[src/rtl/iterative_shifter.sv]
// Multi-cycle shifter: one bit per cycle in SHIFT, mode latched at start.
// busy/done are flops loaded from the next-state decode so every output is registered.
module iterative_shifter #(
  parameter int WIDTH   = 32,
  parameter int SHAMT_W = 5
) (
  input  logic               clk,
  input  logic               reset,
  input  logic               start,
  input  logic [1:0]         mode,
  input  logic [WIDTH-1:0]   data_in,
  input  logic [SHAMT_W-1:0] shamt,
  output logic               busy,
  output logic               done,
  output logic [WIDTH-1:0]   result
);

  typedef enum logic [1:0] {IDLE, SHIFT, DONE} state_t;

  typedef enum logic [1:0] {
    M_SLL = 2'b00,
    M_SRL = 2'b01,
    M_SRA = 2'b10,
    M_ROL = 2'b11
  } mode_t;

  state_t             state, state_nxt;
  logic [WIDTH-1:0]   work, work_nxt;
  logic [SHAMT_W-1:0] cnt, cnt_nxt;
  mode_t              mode_q, mode_nxt;
  logic [WIDTH-1:0]   work_step;

  // Single-bit step; SRA replicates the MSB, which never changes during SRA.
  always_comb begin
    work_step = work;
    case (mode_q)
      M_SLL:   work_step = {work[WIDTH-2:0], 1'b0};
      M_SRL:   work_step = {1'b0, work[WIDTH-1:1]};
      M_SRA:   work_step = {work[WIDTH-1], work[WIDTH-1:1]};
      M_ROL:   work_step = {work[WIDTH-2:0], work[WIDTH-1]};
      default: work_step = work;
    endcase
  end

  always_comb begin
    state_nxt = state;
    work_nxt  = work;
    cnt_nxt   = cnt;
    mode_nxt  = mode_q;
    case (state)
      IDLE: begin
        if (start) begin
          work_nxt  = data_in;
          cnt_nxt   = shamt;
          mode_nxt  = mode_t'(mode);
          state_nxt = SHIFT;
        end
      end
      SHIFT: begin
        if (cnt != '0) begin
          work_nxt = work_step;
          cnt_nxt  = cnt - 1'b1;
        end else begin
          state_nxt = DONE;
        end
      end
      DONE:    state_nxt = IDLE;
      default: state_nxt = IDLE;
    endcase
  end

  always_ff @(posedge clk) begin
    if (reset) begin
      state  <= IDLE;
      work   <= '0;
      cnt    <= '0;
      mode_q <= M_SLL;
      busy   <= 1'b0;
      done   <= 1'b0;
    end else begin
      state  <= state_nxt;
      work   <= work_nxt;
      cnt    <= cnt_nxt;
      mode_q <= mode_nxt;
      busy   <= (state_nxt == SHIFT);
      done   <= (state_nxt == DONE);
    end
  end

  assign result = work;

endmodule

[config.mk]
export PLATFORM = sky130hd
export DESIGN_NAME = iterative_shifter
export DESIGN_NICKNAME = d
export VERILOG_FILES = /design/src/rtl/iterative_shifter.sv
export SDC_FILE = /design/constraint.sdc
export NUM_CORES = 1
export LEC_CHECK = 0
export ABC_CLOCK_PERIOD_IN_PS = 1700
export CAP_MARGIN = 20
export CORE_UTILIZATION = 26
export CTS_CLUSTER_SIZE = 12
export DETAILED_ROUTE_END_ITERATION = 10
export PLACE_DENSITY = 0.51
export SYNTH_ARGS = -nofsm -noshare
export SYNTH_HDL_FRONTEND = slang
export SYNTH_SLANG_ARGS = --single-unit
[constraint.sdc]
create_clock -name clk -period 1.7 [get_ports clk]
set_input_delay 0.51 -clock clk [delete_from_list [all_inputs] [get_ports clk]]
set_output_delay 0.51 -clock clk [all_outputs]
set_load 0.02 [all_outputs]
**After elaboration in Yosys (flattened, before gate mapping)**

Index checks and enable logic that the tools add are counted.

- Bits in registers: 43
- Latch bits: 0
- RAM bits: 0
- Bits in read-only memories: 0
- Logic and storage cells: 34
- Memories: 0

- $add $sub $neg: 1
- Multiply operators: 0
- Div/mod/pow operators: 0
- Magnitude comparators: 0
- Equal/unequal tests: 9
- Shift operators: 0
- Mux-type cells: 10
- Bitwise logic cells: 0
- Reductions and logical operators: 7

Operators with widths:

| kind | count |
|---|---|
| $pmux 32 s4 | 1 |
| $mux 32 | 2 |
| $pmux 32 s2 | 1 |
| $mux 5 | 2 |
| $pmux 5 s2 | 1 |
| $eq 2x1->1 const B | 3 |
| $eq 2x2->1 const B | 3 |
| $ne 2x2->1 const B | 3 |
| $reduce_bool 5->1 | 1 |
| $sub 5x1->5 const B | 1 |
| $logic_not 2->1 | 2 |
| $mux 2 | 2 |
| $pmux 2 s2 | 1 |
| $reduce_and 4->1 | 1 |
| $reduce_and 3->1 | 1 |
| $reduce_and 2->1 | 1 |
| $reduce_bool 2->1 | 1 |

**Depth between registers and ports, before layout**

Gate-level depths: netlist of run 1.

- Depth after elaboration: 4
- Mapped depth: 6
- Mapped depth without buffers: 5

**Worst setup path after synthesis of run 1**

No wires, ideal clock.

- Kind: register -> register
- From: reg cnt[0]
- To: reg work[2] (netlist: result[2])
- Setup time: 61 ps
- Data arrival time: 1685 ps
- Required time: 1639 ps
- Slack: -46 ps
- Cell stages (with the launch flop): 7
- Cell sequence: dfxtp_1 -> inv_1 -> ha_1 -> or4b_4 -> a211oi_4 -> buf_6 -> a32o_1

- Longest elaborated chain between the ends: 3

RTL lines:

| item | RTL line | RTL |
|---|---|---|
| from (decl) | 29 | `logic [SHAMT_W-1:0] cnt, cnt_nxt;` |
| from (signal assigned) | 83 | `cnt <= cnt_nxt;` |
| $reduce_bool 5->1 | 60 | `if (cnt != '0) begin` |
| $ne 2x2->1 (no source line) | - |  |
| $reduce_and 3->1 (no source line) | - |  |
| to (signal assigned) | 82 | `work <= work_nxt;` |
| to (decl) | 28 | `logic [WIDTH-1:0] work, work_nxt;` |

No other way between the ends.
A chain may end at the register's enable or synchronous reset.

**Worst setup path in the final report of run 1**

- From: reg cnt[1]
- To: reg work[30] (netlist: result[30])

The elaborated chain is that of the path after synthesis.

==> impl_metrics.csv, run 1 <==
group,metric,value,unit
grt,track_usage,14.3,%
critical_path,timing.rr.start,"cnt[1]",
final_layout,layout-drive-gt1-share,14.7,%
synthesis,yosysWarnings,0,
pwr,power_frac_comb,47.4,%
final_layout,area_growth,47.6,%
synthesis,yosysTopAreaCellShare,35.8,%
final_layout,nets,368,
pwr,finalPower,3.82,mW
job,cap_violations,0,
sta,slew_headroom,69.4,%
critical_path,rr_worst_depth,7,
synthesis,synth-edff-count,0,
synthesis,synth_area,0.00240,mm²
detailed_routing,dr.first_iter.drc_count,76,
floorplan,die_w,98.1,µm
pwr,p_per_area,1080,mW/mm²
clock_network,clk_pin_slew,80,ps
critical_path,worstSetupPathType,"register to register",
floorplan,core_area,0.00885,mm²
floorplan,initial_core_util,27.1,%
clock_network,max-clock-path-buffers,2,
clock_network,holdBufCountCts,0,
pwr,clockPowerShare,16.4,%
critical_path,r2r-end,"result[30]",
place,place_inst,421,
detailed_routing,via_per_inst,5.01,
place,gp_congestion,0.752,
place,dp_hpwl,4710,µm
place,place_ws,-230,ps
grt,grt_pass1_vias,2261,
final_layout,antennaDiodeCount,0,
clock_network,cts_htree_levels,2,
sta,setup_viol,33,
detailed_routing,avgRoutedWirePerCell,15.5,µm
sta,timing.final.crit_share,103,%
critical_path,crit_path_start_kind,"register",
floorplan,design.portCount,76,
detailed_routing,ant_nets,0,
final_layout,fin_cells,434,
status,outcome,"complete, but fails checks",
synthesis,syn_nets,278,
place,portBuffers,75,
floorplan,rows,34,
critical_path,ff2ff_setup_slack,-60,ps
detailed_routing,remaining_drc_errors,7,
clock_network,clk-insertion-delay-late,290,ps
critical_path,cp.arrival,1990,ps
pwr,power_switching,1.41,mW
sta,fin_ws,-55.9,ps
critical_path,required,1940,ps
synthesis,syn_inst,235,
synthesis,yosysTopAreaCell,"dfxtp_1",
floorplan,die_area,0.00963,mm²
synthesis,synth.avg_cell_area,10.2,µm²
pwr,p_leak,1.56,nW
sta,hold_viol_final,0,
sta,period_needed,1760,ps
synthesis,async_flop_share,0,%
clock_network,cts_tree,"done",
pwr,seqPwrFrac,36.3,%
clock_network,root_buffer,"clkbuf_8",
sta,fin_setup_tns,-922,ps
worst_hold_path,min_to,"result[13]",
detailed_routing,vias,2174,
worst_hold_path,min_path_type,"register to register",
sta,grt_setup_unrepaired,"yes",
detailed_routing,dr.pass1.iters,7,
floorplan,fp.dieH,98.1,µm
status,violations,"design-rule violations, negative setup slack",
detailed_routing,drt_wl_total,6740,µm
synthesis,seq_area_frac_synth,35.8,%
sta,worst_pin_slew,459,ps
sta,clock.fmax,569,MHz
worst_hold_path,hold_path_startpoint,"result[13]",
critical_path,critPathMaxFanout,6,
grt,grt_max_degree,37,
grt,grt-ovfl-total,0,
synthesis,synth_cell_types,35,
worst_hold_path,whs_path_depth,1,
pwr,ir_drop,0.000371,V
synthesis,yosys-top-cells-area,"dfxtp_1 36%, a32o_1 15%, mux2i_1 13%, nor3b_1 10%, nand2b_1 8.9%",
sta,skew,3.68,ps
grt,grt_first_pass_wirelength,11000,µm
clock_network,cts_buffers,5,
sta,worst_hold_slack,495,ps
critical_path,cp-end-kind,"register",
synthesis,ys_seq_elements,43,
pwr,internal_power,2.41,mW
synthesis,synth_most_common_cell,"dfxtp_1",
pwr,swShare,36.9,%
synthesis,synth_flop_cell,"dfxtp_1",
synthesis,netlist_top_cells_count,"43 x dfxtp_1, 36 x a32o_1, 34 x nand2b_1",
sta,final_max_slew_viol_count,0,
grt,antenna_found_initial,0,
clock_network,cts_sinks,43,
==> through the flow <==
step	cell area, µm²	utilization, %
4_1_cts	3490	39.5
5_1_grt	3540	40.1
3_5_place_dp	3430	38.8
2_1_floorplan	2420	-
3_3_place_gp	3430	38.8
6_report	3540	40.1
==> flip-flops by register name, indices dropped and copies added (netlist names) <==
| register | count |
|---|---|
| mode_q | 2 |
| result | 32 |
| state | 2 |
| busy | 1 |
| cnt | 5 |
| done | 1 |
==> layout by cell type, fill, tap and decap left out, drive strengths merged, types with 2 or more instances in the layout <==
cell | synthesis | final
nand2b | 34 | 34
clkbuf | 7 | 8
dlygate4sd2 | 0 | 34
nand2 | 3 | 3
a2111oi | 2 | 2
nor3 | 3 | 3
buf | 15 | 29
a311oi | 2 | 2
nor3b | 33 | 33
nor2 | 4 | 4
inv | 3 | 3
mux2i | 32 | 32
clkdlybuf4s50 | 0 | 41
dfxtp | 43 | 43
nor4b | 2 | 2
a32o | 36 | 36
nor2b | 2 | 2
==> timing repair <==
action                     4_1_cts  5_1_grt
buffers inserted                 1        1
resized for setup               38        1
setup endpoints to repair       67       34
cloned                           1        2
pin swaps                       12        5
==> worst max-delay path, stage by stage, from the launching register on <==
cell	delay, ps
dfxtp_2	330
inv_2	70
ha_4	140
or4b_4	490
a211oi_4	220
buf_6	180
clkbuf_16	160
a32o_1	120
==> cells by family after synthesis <==
logic type / count (synthesis) / synth area share (%)
buf+inv: 25 / 5.42
mux: 33 / 13.8
simple gates: 85 / 24.0
xor+xnor: 2 / 0.729
compound gates: 46 / 19.7
flops: 43 / 35.8
fa+ha+maj: 1 / 0.521
==> routing by layer <==
metal | GRT usage (%) | vias to the layer above | routed length [µm]
met2 | 24.1 | 45 | 3180
li1 | - | 1087 | -
met4 | 4.20 | 0 | 82
met5 | 0 | - | 0
met3 | 3.44 | 5 | 293
met1 | 18.0 | 1037 | 3180
==> worst max-delay path by stage <==
stage | cells after the start | endpoint | slack [ps] | start
4_1_cts | 7 | cnt[0] | -70 | cnt[1]
3_5_place_dp | 5 | result[30] | -230 | start
5_1_grt | 7 | result[7] | -140 | cnt[1]
3_3_place_gp | 4 | busy | -250 | reset
2_1_floorplan | 6 | cnt[1] | -20 | cnt[1]
6_report | 7 | result[30] | -60 | cnt[1]
==> final cells by class <==
type | instances | area [µm²]
clock buffers | 7 | 76.3
clock inverters | 1 | 5.00
fillers | 907 | 5300
inverters | 3 | 11.3
multi-input cells | 167 | 1440
flip-flops and latches | 43 | 863
well taps | 108 | 135
repair buffers | 105 | 1020
==> power by group through the flow <==
stage	combinational, mW	sequential (mW)	clock [mW]
2_1_floorplan	0.894	1.59	0
3_3_place_gp	1.85	1.42	0
3_5_place_dp	1.86	1.42	0
4_1_cts	1.78	1.39	0.658
5_1_grt	1.97	1.42	0.704
6_report	1.81	1.38	0.625
Note: power is estimated with default switching activity, not from simulation.
==> inputs of run 2 (changes only) <==
CELL_PAD_IN_SITES_DETAIL_PLACEMENT = 0   (was default)
CELL_PAD_IN_SITES_GLOBAL_PLACEMENT = 2   (was default)
CORE_UTILIZATION = 25   (was 26)
PLACE_DENSITY = 0.74   (was 0.51)
==> run 2 against run 1 <==
Net effect:
- the flow finishes with violations (negative setup slack)
- critical path depth grew 1
- routed wire length grew 4.9%
- clock power grew 3%
- combinational power grew 7%
- first-iteration DRC count grew 17%
- die area grew 3.9%
- non-clock buffer count grew 9
- flip-flop and latch count is the same
- worst hold slack gained 7.8 ps
- total power grew 3.7%
- largest cell class unchanged
- highest routed layer unchanged
==> impl_metrics.csv, run 2 (synthesized netlist as in run 1, its figures left out) <==
group,metric,value,unit
detailed_routing,avgRoutedWirePerCell,15.2,µm
detailed_routing,drt_wl_total,7070,µm
final_layout,area_growth,53.2,%
sta,fin_setup_tns,-1950,ps
final_layout,nets,377,
sta,worst_hold_slack,503,ps
critical_path,required,1940,ps
sta,hold_viol_final,0,
detailed_routing,remaining_drc_errors,0,
sta,timing.final.crit_share,108,%
grt,grt-ovfl-total,0,
sta,setup_viol,34,
detailed_routing,dr.first_iter.drc_count,89,
clock_network,root_buffer,"clkbuf_8",
sta,fin_ws,-130,ps
critical_path,cp.arrival,2070,ps
worst_hold_path,whs_path_depth,1,
critical_path,slowest_stage,"or4b_4",
critical_path,crit_path_start_kind,"register",
pwr,ir_drop,0.000376,V
final_layout,layout-drive-gt1-share,16.7,%
detailed_routing,vias,2234,
critical_path,worstSetupPathType,"register to register",
job,cap_violations,0,
status,violations,"negative setup slack",
sta,final_max_slew_viol_count,0,
clock_network,holdBufCountCts,0,
sta,slew_headroom,72.1,%
floorplan,fp.dieH,100,µm
critical_path,cp-end-kind,"register",
final_layout,final_core_util,39.6,%
worst_hold_path,min_path_type,"register to register",
clock_network,cts_htree_levels,2,
floorplan,die_area,0.0100,mm²
final_layout,fillCellCount,971,
final_layout,multi_input_area,0.00144,mm²
clock_network,cts_buffers,5,
critical_path,cpPeakStageDelay,490,ps
clock_network,clk-insertion-delay-late,290,ps
grt,track_usage,14.5,%
detailed_routing,via_per_inst,4.81,
floorplan,rows,35,
final_layout,mostFrequentLayoutCells,"41 x dfxtp_1, 41 x clkdlybuf4s50_1, 36 x a32o_1",
floorplan,core_area,0.00928,mm²
detailed_routing,ant_nets,0,
status,outcome,"complete, but fails checks",
clock_network,cts_sinks,43,
final_layout,area.sequential,863,µm²
grt,grt_first_pass_wirelength,11500,µm
detailed_routing,dr.pass1.iters,4,
grt,antenna_found_initial,0,
final_layout,largest_reg_flops,32,
pwr,p_per_area,1080,mW/mm²
place,portBuffers,75,
place,dp_hpwl,4950,µm
critical_path,rr_worst_depth,8,
grt,grt_max_degree,20,
sta,worst_pin_slew,413,ps
critical_path,crit_path_cell_trace,"inv_2 -> ha_4 -> or4b_4 -> a211oi_4 -> buf_6 -> buf_12 -> buf_16 -> a32o_1",
sta,period_needed,1830,ps
floorplan,initial_core_util,25.9,%
floorplan,design.portCount,76,
clock_network,cts_tree,"done",
sta,clock.fmax,546,MHz
final_layout,antennaDiodeCount,0,
sta,grt_setup_unrepaired,"yes",
clock_network,max-clock-path-buffers,2,
floorplan,die_w,100,µm
clock_network,clk_pin_slew,90,ps
sta,skew,10.2,ps
grt,grt_pass1_vias,2303,
place,gp_congestion,0.821,
critical_path,critPathMaxFanout,7,
pwr,p_leak,1.62,nW
place,place_ws,-286,ps
## run 2: through the flow
stage / instances / power (mW) / instance area [µm²]
after floorplan: 235 / 2.49 / 2420
final: 464 / 3.96 / 3680
after global placement: 446 / 3.29 / 3470
after CTS: 462 / 3.96 / 3650
after global routing: 464 / 4.20 / 3680
after detailed placement: 446 / 3.30 / 3470
## run 2: critical path: cells and delay by family, from the launching register on
kind                       cells  cell delay [ps]
AOI/OAI and AO/OA              2              330
adders and majority gates      1              120
buffers and inverters          4              490
DFF                            1              330
and+or+nand+nor                1              490
## run 2: final cells by class
cell class	instances	area share, %
Multi-Input combinational cell	167	39.1
Timing Repair Buffer	114	30.5
Sequential cell	43	23.5
Tap cell	129	4.39
Clock buffer	7	2.07
Inverter	3	0.306
Clock inverter	1	0.136
## run 2: what timing repair did
item	CTS	global route
pin swaps	7	9
gates resized for setup	42	4
buffers inserted	6	3
setup endpoints to repair	67	36
gates cloned	3	0
## run 2: worst paths after layout
path	from	to	slack, ps
min	result[29]	result[29]	500
max	cnt[0]	result[14]	-130
min reg2reg	result[29]	result[29]	500
max reg2reg	cnt[0]	result[14]	-130
## run 2: layer usage
metal,up-vias,global-route usage [%],wire length (µm)
met4,0,5.24,101
met3,8,2.44,259
met2,51,25.0,3430
met1,1080,18.1,3280
met5,-,0,0
li1,1095,-,-
## run 2: report_power, final
part / switching [mW] / total (mW) / internal [mW]
Combinational: 0.938 / 1.93 / 0.994
Clock: 0.352 / 0.641 / 0.289
Sequential: 0.169 / 1.39 / 1.22
Total: 1.46 / 3.96 / 2.50
